**config.mk**
```make
export PLATFORM = sky130hd
export DESIGN_NAME = cp0_exception_ctrl_flat
export DESIGN_NICKNAME = d
export VERILOG_FILES = /design/src/rtl/cp0_exception_ctrl_if.sv /design/src/rtl/cp0_exception_ctrl.sv /design/src/flat_wrapper.sv
export SDC_FILE = /design/constraint.sdc
export NUM_CORES = 1
export LEC_CHECK = 0
export BUFFER_PORTS_ARGS = -buffer_cell sky130_fd_sc_hd__buf_2
export CORE_MARGIN = 2
export CORE_UTILIZATION = 49
export CTS_BUF_LIST = sky130_fd_sc_hd__clkbuf_16
export DETAILED_ROUTE_END_ITERATION = 8
export PLACE_DENSITY = 0.87
export SLEW_MARGIN = 5
export SYNTH_ARGS = -nofsm -noshare
export SYNTH_HDL_FRONTEND = slang
export SYNTH_SLANG_ARGS = --single-unit
```
**constraint.sdc**
```tcl
create_clock -name clk -period 5.7 [get_ports clk]
set_input_delay 0.285 -clock clk [delete_from_list [all_inputs] [get_ports clk]]
set_output_delay 0.285 -clock clk [all_outputs]
set_load 0.02 [all_outputs]
```
**src/rtl/cp0_exception_ctrl_if.sv**
```systemverilog
// Pipeline-facing signal bundle of the CP0 exception controller.
// The master side is the pipeline (M stage); the slave side is the controller.
interface cp0_exception_ctrl_if #(
   parameter int INT_WIDTH = 6
);
   logic [4:0]           A1;
   logic [4:0]           A2;
   logic [31:0]          DIn;
   logic                 WE;
   logic [31:0]          VPC;
   logic                 BDIn;
   logic [4:0]           ExcCodeIn;
   logic [INT_WIDTH-1:0] HWInt;
   logic                 EXLClr;
   logic [31:0]          DOut;
   logic [31:0]          EPCOut;
   logic [31:0]          HandlerPC;
   logic                 Req;

   modport master (
      output A1, A2, DIn, WE, VPC, BDIn, ExcCodeIn, HWInt, EXLClr,
      input  DOut, EPCOut, HandlerPC, Req
   );

   modport slave (
      input  A1, A2, DIn, WE, VPC, BDIn, ExcCodeIn, HWInt, EXLClr,
      output DOut, EPCOut, HandlerPC, Req
   );
endinterface

```
**src/rtl/cp0_exception_ctrl.sv**
```systemverilog
// Coprocessor-0 exception controller: SR/Cause/EPC, interrupt and exception
// arbitration, handler redirect request, mfc0 read port and eret return address.
module cp0_exception_ctrl #(
   parameter logic [31:0] HANDLER_ADDR = 32'h0000_4180,
   parameter int          INT_WIDTH    = 6
) (
   input logic                clk,
   input logic                reset,
   cp0_exception_ctrl_if.slave bus
);

   localparam logic [4:0] REG_SR    = 5'd12;
   localparam logic [4:0] REG_CAUSE = 5'd13;
   localparam logic [4:0] REG_EPC   = 5'd14;

   // Architectural state
   logic [INT_WIDTH-1:0] im_r;
   logic                 exl_r;
   logic                 ie_r;
   logic                 bd_r;
   logic [INT_WIDTH-1:0] ip_r;
   logic [4:0]           exc_code_r;
   logic [31:0]          epc_r;

   // Next-state values
   logic [INT_WIDTH-1:0] im_nxt_s;
   logic                 exl_nxt_s;
   logic                 ie_nxt_s;
   logic                 bd_nxt_s;
   logic [4:0]           exc_code_nxt_s;
   logic [31:0]          epc_nxt_s;

   logic                 int_req_s;
   logic                 exc_req_s;
   logic                 req_s;
   logic                 sr_wr_s;
   logic                 epc_wr_s;
   logic [31:0]          sr_s;
   logic [31:0]          cause_s;
   logic [31:0]          dout_s;
   logic                 unused_s;

   // Request arbitration; Req is forced low while reset is asserted
   always_comb begin
      int_req_s = ie_r & ~exl_r & (|(bus.HWInt & im_r));
      exc_req_s = (bus.ExcCodeIn != 5'd0) & ~exl_r;
      req_s     = reset & (int_req_s | exc_req_s);
      sr_wr_s   = bus.WE & (bus.A2 == REG_SR);
      epc_wr_s  = bus.WE & (bus.A2 == REG_EPC);
   end

   // Next-state selection: a taken request drops any same-cycle mtc0 or eret
   always_comb begin
      im_nxt_s       = im_r;
      exl_nxt_s      = exl_r;
      ie_nxt_s       = ie_r;
      bd_nxt_s       = bd_r;
      exc_code_nxt_s = exc_code_r;
      epc_nxt_s      = epc_r;
      if (req_s) begin
         exl_nxt_s      = 1'b1;
         bd_nxt_s       = bus.BDIn;
         exc_code_nxt_s = int_req_s ? 5'd0 : bus.ExcCodeIn;
         epc_nxt_s      = bus.BDIn ? (bus.VPC - 32'd4) : bus.VPC;
      end else begin
         if (sr_wr_s) begin
            im_nxt_s  = bus.DIn[10 +: INT_WIDTH];
            exl_nxt_s = bus.DIn[1];
            ie_nxt_s  = bus.DIn[0];
         end else begin
            im_nxt_s  = im_r;
         end
         // eret overrides only the EXL bit of a concurrent SR write
         if (bus.EXLClr) begin
            exl_nxt_s = 1'b0;
         end else begin
            exl_nxt_s = exl_nxt_s;
         end
         if (epc_wr_s) begin
            epc_nxt_s = bus.DIn;
         end else begin
            epc_nxt_s = epc_r;
         end
      end
   end

   // State registers with asynchronous active-low clear
   always_ff @(posedge clk or negedge reset) begin
      if (!reset) begin
         im_r       <= {INT_WIDTH{1'b0}};
         exl_r      <= 1'b0;
         ie_r       <= 1'b0;
         bd_r       <= 1'b0;
         ip_r       <= {INT_WIDTH{1'b0}};
         exc_code_r <= 5'd0;
         epc_r      <= 32'd0;
      end else begin
         im_r       <= im_nxt_s;
         exl_r      <= exl_nxt_s;
         ie_r       <= ie_nxt_s;
         bd_r       <= bd_nxt_s;
         ip_r       <= bus.HWInt;
         exc_code_r <= exc_code_nxt_s;
         epc_r      <= epc_nxt_s;
      end
   end

   // Architectural views of SR and Cause with unused bits held at zero
   always_comb begin
      sr_s                     = 32'd0;
      sr_s[10 +: INT_WIDTH]    = im_r;
      sr_s[1]                  = exl_r;
      sr_s[0]                  = ie_r;
      cause_s                  = 32'd0;
      cause_s[31]              = bd_r;
      cause_s[10 +: INT_WIDTH] = ip_r;
      cause_s[6:2]             = exc_code_r;
   end

   // mfc0 read mux; shows pre-edge contents with no write bypass
   always_comb begin
      case (bus.A1)
         REG_SR:    dout_s = sr_s;
         REG_CAUSE: dout_s = cause_s;
         REG_EPC:   dout_s = epc_r;
         default:   dout_s = 32'd0;
      endcase
   end

   assign bus.DOut      = dout_s;
   assign bus.EPCOut    = epc_r;
   assign bus.HandlerPC = HANDLER_ADDR;
   assign bus.Req       = req_s;

   // DIn bits outside the SR fields are never stored
   assign unused_s = ^{bus.DIn[31:10+INT_WIDTH], bus.DIn[9:2]};

endmodule

```
**src/flat_wrapper.sv**
```systemverilog
// flat-port wrapper written by rule: the top's interface ports become plain ports
module cp0_exception_ctrl_flat 
#(
   parameter logic [31:0] HANDLER_ADDR = 32'h0000_4180,
   parameter int          INT_WIDTH    = 6
)
  (clk, reset, bus_A1, bus_A2, bus_DIn, bus_WE, bus_VPC, bus_BDIn, bus_ExcCodeIn, bus_HWInt, bus_EXLClr, bus_DOut, bus_EPCOut, bus_HandlerPC, bus_Req);
  cp0_exception_ctrl_if #(.INT_WIDTH(INT_WIDTH)) bus_i ();
  input logic clk;
  input logic reset;
  input wire logic [$bits(bus_i.A1)-1:0] bus_A1;
  input wire logic [$bits(bus_i.A2)-1:0] bus_A2;
  input wire logic [$bits(bus_i.DIn)-1:0] bus_DIn;
  input wire logic [$bits(bus_i.WE)-1:0] bus_WE;
  input wire logic [$bits(bus_i.VPC)-1:0] bus_VPC;
  input wire logic [$bits(bus_i.BDIn)-1:0] bus_BDIn;
  input wire logic [$bits(bus_i.ExcCodeIn)-1:0] bus_ExcCodeIn;
  input wire logic [$bits(bus_i.HWInt)-1:0] bus_HWInt;
  input wire logic [$bits(bus_i.EXLClr)-1:0] bus_EXLClr;
  output wire logic [$bits(bus_i.DOut)-1:0] bus_DOut;
  output wire logic [$bits(bus_i.EPCOut)-1:0] bus_EPCOut;
  output wire logic [$bits(bus_i.HandlerPC)-1:0] bus_HandlerPC;
  output wire logic [$bits(bus_i.Req)-1:0] bus_Req;
  assign bus_i.A1 = bus_A1;
  assign bus_i.A2 = bus_A2;
  assign bus_i.DIn = bus_DIn;
  assign bus_i.WE = bus_WE;
  assign bus_i.VPC = bus_VPC;
  assign bus_i.BDIn = bus_BDIn;
  assign bus_i.ExcCodeIn = bus_ExcCodeIn;
  assign bus_i.HWInt = bus_HWInt;
  assign bus_i.EXLClr = bus_EXLClr;
  assign bus_DOut = bus_i.DOut;
  assign bus_EPCOut = bus_i.EPCOut;
  assign bus_HandlerPC = bus_i.HandlerPC;
  assign bus_Req = bus_i.Req;
  cp0_exception_ctrl #(.HANDLER_ADDR(HANDLER_ADDR), .INT_WIDTH(INT_WIDTH)) u_core (.clk(clk), .reset(reset), .bus(bus_i));
endmodule
```
Word level (Yosys, flattened, before mapping). Cells that the tools add are included.

Register bits after elaboration: 52. Bits of input ports: 90. Logic and storage cells: 36.

$add $sub $neg: 1. Equality and inequality tests: 5. Mux-type cells: 8. Bitwise logic cells: 10. Reduce and logical (&&, ||, !) cells: 5.

Operators by type and width (number): 2-to-1 mux 32 bit (3); case mux 32 bit (3 select lines) (1); subtractor 32 x 3 -> 32 bit (second input constant) (1); == test 5 x 4 -> 1 bit (second input constant) (5); bitwise AND 1 bit (6); bitwise AND 6 bit (1); OR reduction 6 bit (1); 2-to-1 mux 5 bit (1); nonzero test 5 bit (1); 2-to-1 mux 1 bit (3); nonzero test 3 bit (1); NOT 1 bit (2); AND reduction 2 bit (1); nonzero test 2 bit (1); bitwise OR 1 bit (1).

Longest topological paths before layout.
Depth after elaboration: 7. Mapped depth: 7.

Worst setup path after synthesis. Ideal clock, no wire load.

Path type: reg-to-reg. From: register u_core.im_r[0]. To: register u_core.ie_r. Setup time: 0.125 ns. Arrival: 2.062 ns. Path slack: 3.513 ns. Stages on the path, launching flop included: 6. Path buffers: 0. Period minus slack after synthesis: 2.187 ns. Path through: dfrtp_1 a22o_1 o31ai_1 a31oi_1 nor2_1 mux2_2.

Longest elaborated chain between the ends: 7.

Ends and longest elaborated chain: start, declared (line cp0_exception_ctrl.sv:17) `logic [INT_WIDTH-1:0] im_r;`; start signal, assigned (line cp0_exception_ctrl.sv:90) `im_r <= {INT_WIDTH{1'b0}};`; start signal, assigned (line cp0_exception_ctrl.sv:98) `im_r <= im_nxt_s;`; bitwise AND 6 bit (line cp0_exception_ctrl.sv:45) `int_req_s = ie_r & ~exl_r & (|(bus.HWInt & im_r));`; OR reduction 6 bit (line cp0_exception_ctrl.sv:45); bitwise AND 1 bit (line cp0_exception_ctrl.sv:45); bitwise OR 1 bit (line cp0_exception_ctrl.sv:47) `req_s = reset & (int_req_s | exc_req_s);`; bitwise AND 1 bit (line cp0_exception_ctrl.sv:47); NOT 1 bit (no line); AND reduction 2 bit (no line); end signal, assigned (line cp0_exception_ctrl.sv:100) `ie_r <= ie_nxt_s;`; end, declared (line cp0_exception_ctrl.sv:19) `logic ie_r;`.

No other way between the ends. A chain may end at the register's enable or synchronous reset.

Final worst setup path.
From: register u_core.im_r[0]. To: output port bus_Req.

Longest elaborated chain between the ends: 5.

Ends and longest elaborated chain: bitwise AND 6 bit (line cp0_exception_ctrl.sv:45); OR reduction 6 bit (line cp0_exception_ctrl.sv:45); bitwise AND 1 bit (line cp0_exception_ctrl.sv:45); bitwise OR 1 bit (line cp0_exception_ctrl.sv:47); bitwise AND 1 bit (line cp0_exception_ctrl.sv:47); end, declared (line flat_wrapper.sv:23) `output wire logic [$bits(bus_i.Req)-1:0] bus_Req;`.

No other way between the ends.

==> results.py <==
metrics = {
    "finish": {
        "fin_area_um2": 4380,
        "fin_nets": 608,
        "area_growth_pct": 26.3,
        "fin_util_pct": 64.0,
        "final_cells": 614,
        "fill_cells": 579,
        "antennaDiodeCount": 0,
        "drive_above_1_share_pct": 39.6,
    },
    "min_path": {
        "min_path_type": "in -> reg",
        "hold_path_end": "u_core.ip_r[0]",
        "holdPathStages": 1,
        "hp-start": "bus_HWInt[0]",
    },
    "yosys": {
        "synth-edff-count": 0,
        "ys.flop_type": "dfrtp_1",
        "ys_seq_area_share_pct": 37.6,
        "synth-seq-cells": 52,
        "synthArstFlopShare_pct": 100,
        "yosys.area.top_type": "dfrtp_1",
        "ys_types": 39,
        "syn-cell-area_um2": 3460,
        "synth_cells": 373,
        "synth_area_per_cell_um2": 9.29,
        "synthTopCellsByArea": "dfrtp_1 38%, mux2_2 9.8%, buf_4 7.2%, xnor2_1 4.8%, mux2i_1 4.6%",
        "yosys.area.top_type_share_pct": 37.6,
        "yosysWarnings": 0,
    },
    "global_routing": {
        "grt_antenna_before_repair": 0,
        "grt_pass1_vias": 3083,
        "grt-ovfl-total": 0,
        "grt_max_degree": 78,
        "grt_use_total_pct": 22.4,
        "grt_pass1_wl_mm": 13.7,
    },
    "pwr": {
        "power_mw": 1.21,
        "ir_worst_vdd_mv": 0.128,
        "leakagePower_nw": 2.15,
        "p_per_area_nw_per_um2": 276,
    },
    "place": {
        "dp_cells": 606,
        "dp_hpwl_mm": 6.95,
        "dp_slack_ns": 3.05,
        "placed_cell_area_um2": 4210,
        "gp_congestion": 0.835,
        "port_buffers": 154,
    },
    "floorplan": {
        "rows": 30,
        "die_w_um": 88.1,
        "fp.dieArea_um2": 7760,
        "ios": 187,
        "start_util_pct": 50.7,
        "die_y_um": 88.1,
        "core_um2": 6830,
    },
    "cts": {
        "root_buffer": "clkbuf_16",
        "clk_pin_slew_ns": 0.07,
        "worstSkewPairLatency_ns": 0.28,
        "cts_resized": 0,
        "cts_setup_buffers": 0,
        "cts_tree": "yes",
        "clk_path_buf_depth": 2,
        "cts_sinks": 52,
        "numCtsBuffers": 5,
        "cts_max_level": 2,
        "holdBufCountCts": 0,
    },
    "worst_setup_path": {
        "critPathKind": "reg -> out",
        "r2r_start": "u_core.im_r[0]",
        "r2r-end": "u_core.im_r[5]",
        "reg2reg_slack_ns": 3.11,
        "cp-end-kind": "primary output",
        "worst_ep_required_time_ns": 5.41,
        "arrival_ns": 2.52,
        "path_max_fanout": 77,
        "slowest_delay_ns": 0.78,
        "critPathLaunchType": "flop",
        "cp_top_family": "compound AO/OA/AOI/OAI gates",
        "path_depth": 5,
        "cp.buffers_inverters": 2,
        "crit_chain": "a22o_1 -> o31ai_1 -> a31oi_4 -> buf_4 -> buf_2",
        "cp_slowest_cell": "o31ai_1",
        "worstRegToRegCells": 5,
    },
    "route": {
        "postRouteAntennaNets": 0,
        "vias": 3178,
        "drt_iter0_markers": 91,
        "drcViolationCount": 0,
        "routed_wl_mm": 9.18,
        "wl_per_cell_um": 14.9,
        "vias_per_cell": 5.18,
        "first_pass_iters": 4,
    },
    "sta": {
        "worst_slew_pin_slew_ns": 0.952,
        "period_share_pct": 49.1,
        "clock_skew_ns": 0.00643,
        "hold_viol": 0,
        "finalMaxSlewViolations": 0,
        "final.setup.worst_slack_ns": 2.90,
        "max_freq_ghz": 0.357,
        "hold_ws_ns": 0.116,
        "slew_headroom_pct": 36.5,
        "rsz0062_at_grt": "false",
        "fin_tns_setup_ns": 0,
        "setup_violations": 0,
        "layout_min_cycle_time_ns": 2.80,
    },
    "status": {
        "outcome": "completed",
    },
    "flow_run": {
        "drv_cap": 0,
    },
}
-- cell type report --
class	count	area, um2	area share (%)
clock inverter	3	42.5	0.972
tap	96	120	2.75
clock buffer	5	125	2.86
sequential	52	1300	29.7
inverter	9	33.8	0.772
timing repair buffer	158	801	18.3
multi-input combinational	291	1950	44.6
-- worst register-to-register path: stages (launching register included) --
cell and delay [ns]:
dfrtp_1 0.40, a22o_1 0.22, o31ai_1 0.78, a31oi_4 0.16
nor2_1 0.51, mux2_2 0.41
-- layer usage --
layer	global-route usage, %	part of all wire [%]	routed length (um)	vias to the layer above
met5	0	0	0	-
met4	5.79	1.2	110	0
met3	3.77	6.5	592	13
met2	43.3	53	4830	141
met1	25.2	40	3640	1512
li1	-	-	-	1512
-- report_power, final --
group,total (mW),switching (mW),internal [mW]
Clock,0.339,0.132,0.207
Combinational,0.373,0.225,0.148
Sequential,0.497,0.0536,0.444
Total,1.21,0.411,0.799
-- logic make-up (layout without fill, tap and decap cells) --
kind of cell / after synthesis / count (layout) / synth area share (%)
AOI/OAI and AO/OA: 59 / 59 / 9.97
xor gates and xnor gates: 28 / 28 / 7.08
adders and majority gates: 1 / 1 / 0.361
buffers and inverters: 60 / 175 / 10.1
DFF: 52 / 52 / 37.6
muxes: 47 / 47 / 14.7
other: 2 / 32 / 0.217
and+or+nand+nor: 124 / 124 / 20.0
-- cell usage after synthesis (2+ instances only) --
| master | instances |
|---|---|
| nand4_1 | 5 |
| buf_4 | 33 |
| nor4b_1 | 2 |
| a21oi_1 | 23 |
| nor3_1 | 6 |
| nor4_2 | 2 |
| mux2i_1 | 16 |
| nand3_1 | 8 |
| nand2_1 | 18 |
| or2_2 | 2 |
| nor2_1 | 35 |
| and2_1 | 20 |
| buf_1 | 2 |
| a22o_1 | 11 |
| dfrtp_1 | 52 |
| xor2_1 | 9 |
| nand3b_1 | 2 |
| or4_1 | 5 |
| nor4_4 | 2 |
| nor4_1 | 7 |
| conb_1 | 2 |
| clkbuf_1 | 16 |
| or3_1 | 4 |
| xnor2_1 | 19 |
| o21ai_0 | 16 |
| o21ai_1 | 5 |
| nor4bb_1 | 2 |
| inv_1 | 9 |
| mux2_2 | 30 |
-- placed cells by master, fill, tap and decap left out, drive strengths merged, types with 4 or more instances in the layout --
master  instances
a21oi          23
a22o           11
and2           21
buf           158
clkbuf          5
conb           32
dfrtp          52
inv             9
mux2           31
mux2i          16
nand2          18
nand3           8
nand4           5
nor2           35
nor3            7
nor4           11
o21ai          21
or3             4
or4             5
xnor2          19
xor2            9
-- state kept, by name, indices dropped and copies added (netlist names) --
register / count
u_core.bd_r: 1
u_core.bus.EPCOut: 32
u_core.exc_code_r: 5
u_core.exl_r: 1
u_core.ie_r: 1
u_core.im_r: 6
u_core.ip_r: 6
-- how the worst max path moves through the flow --
stage                               from                    end  slack [ns]
after floorplan           u_core.im_r[0]            u_core.ie_r        3.51
after global placement      bus_HWInt[0]         u_core.im_r[0]        3.20
after detailed placement       bus_A2[0]  u_core.bus.EPCOut[31]        3.05
after CTS                 u_core.im_r[0]                bus_Req        2.89
after global routing      u_core.im_r[0]                bus_Req        2.74
final                     u_core.im_r[0]                bus_Req        2.90
Note: power is estimated with default switching activity, not from simulation.
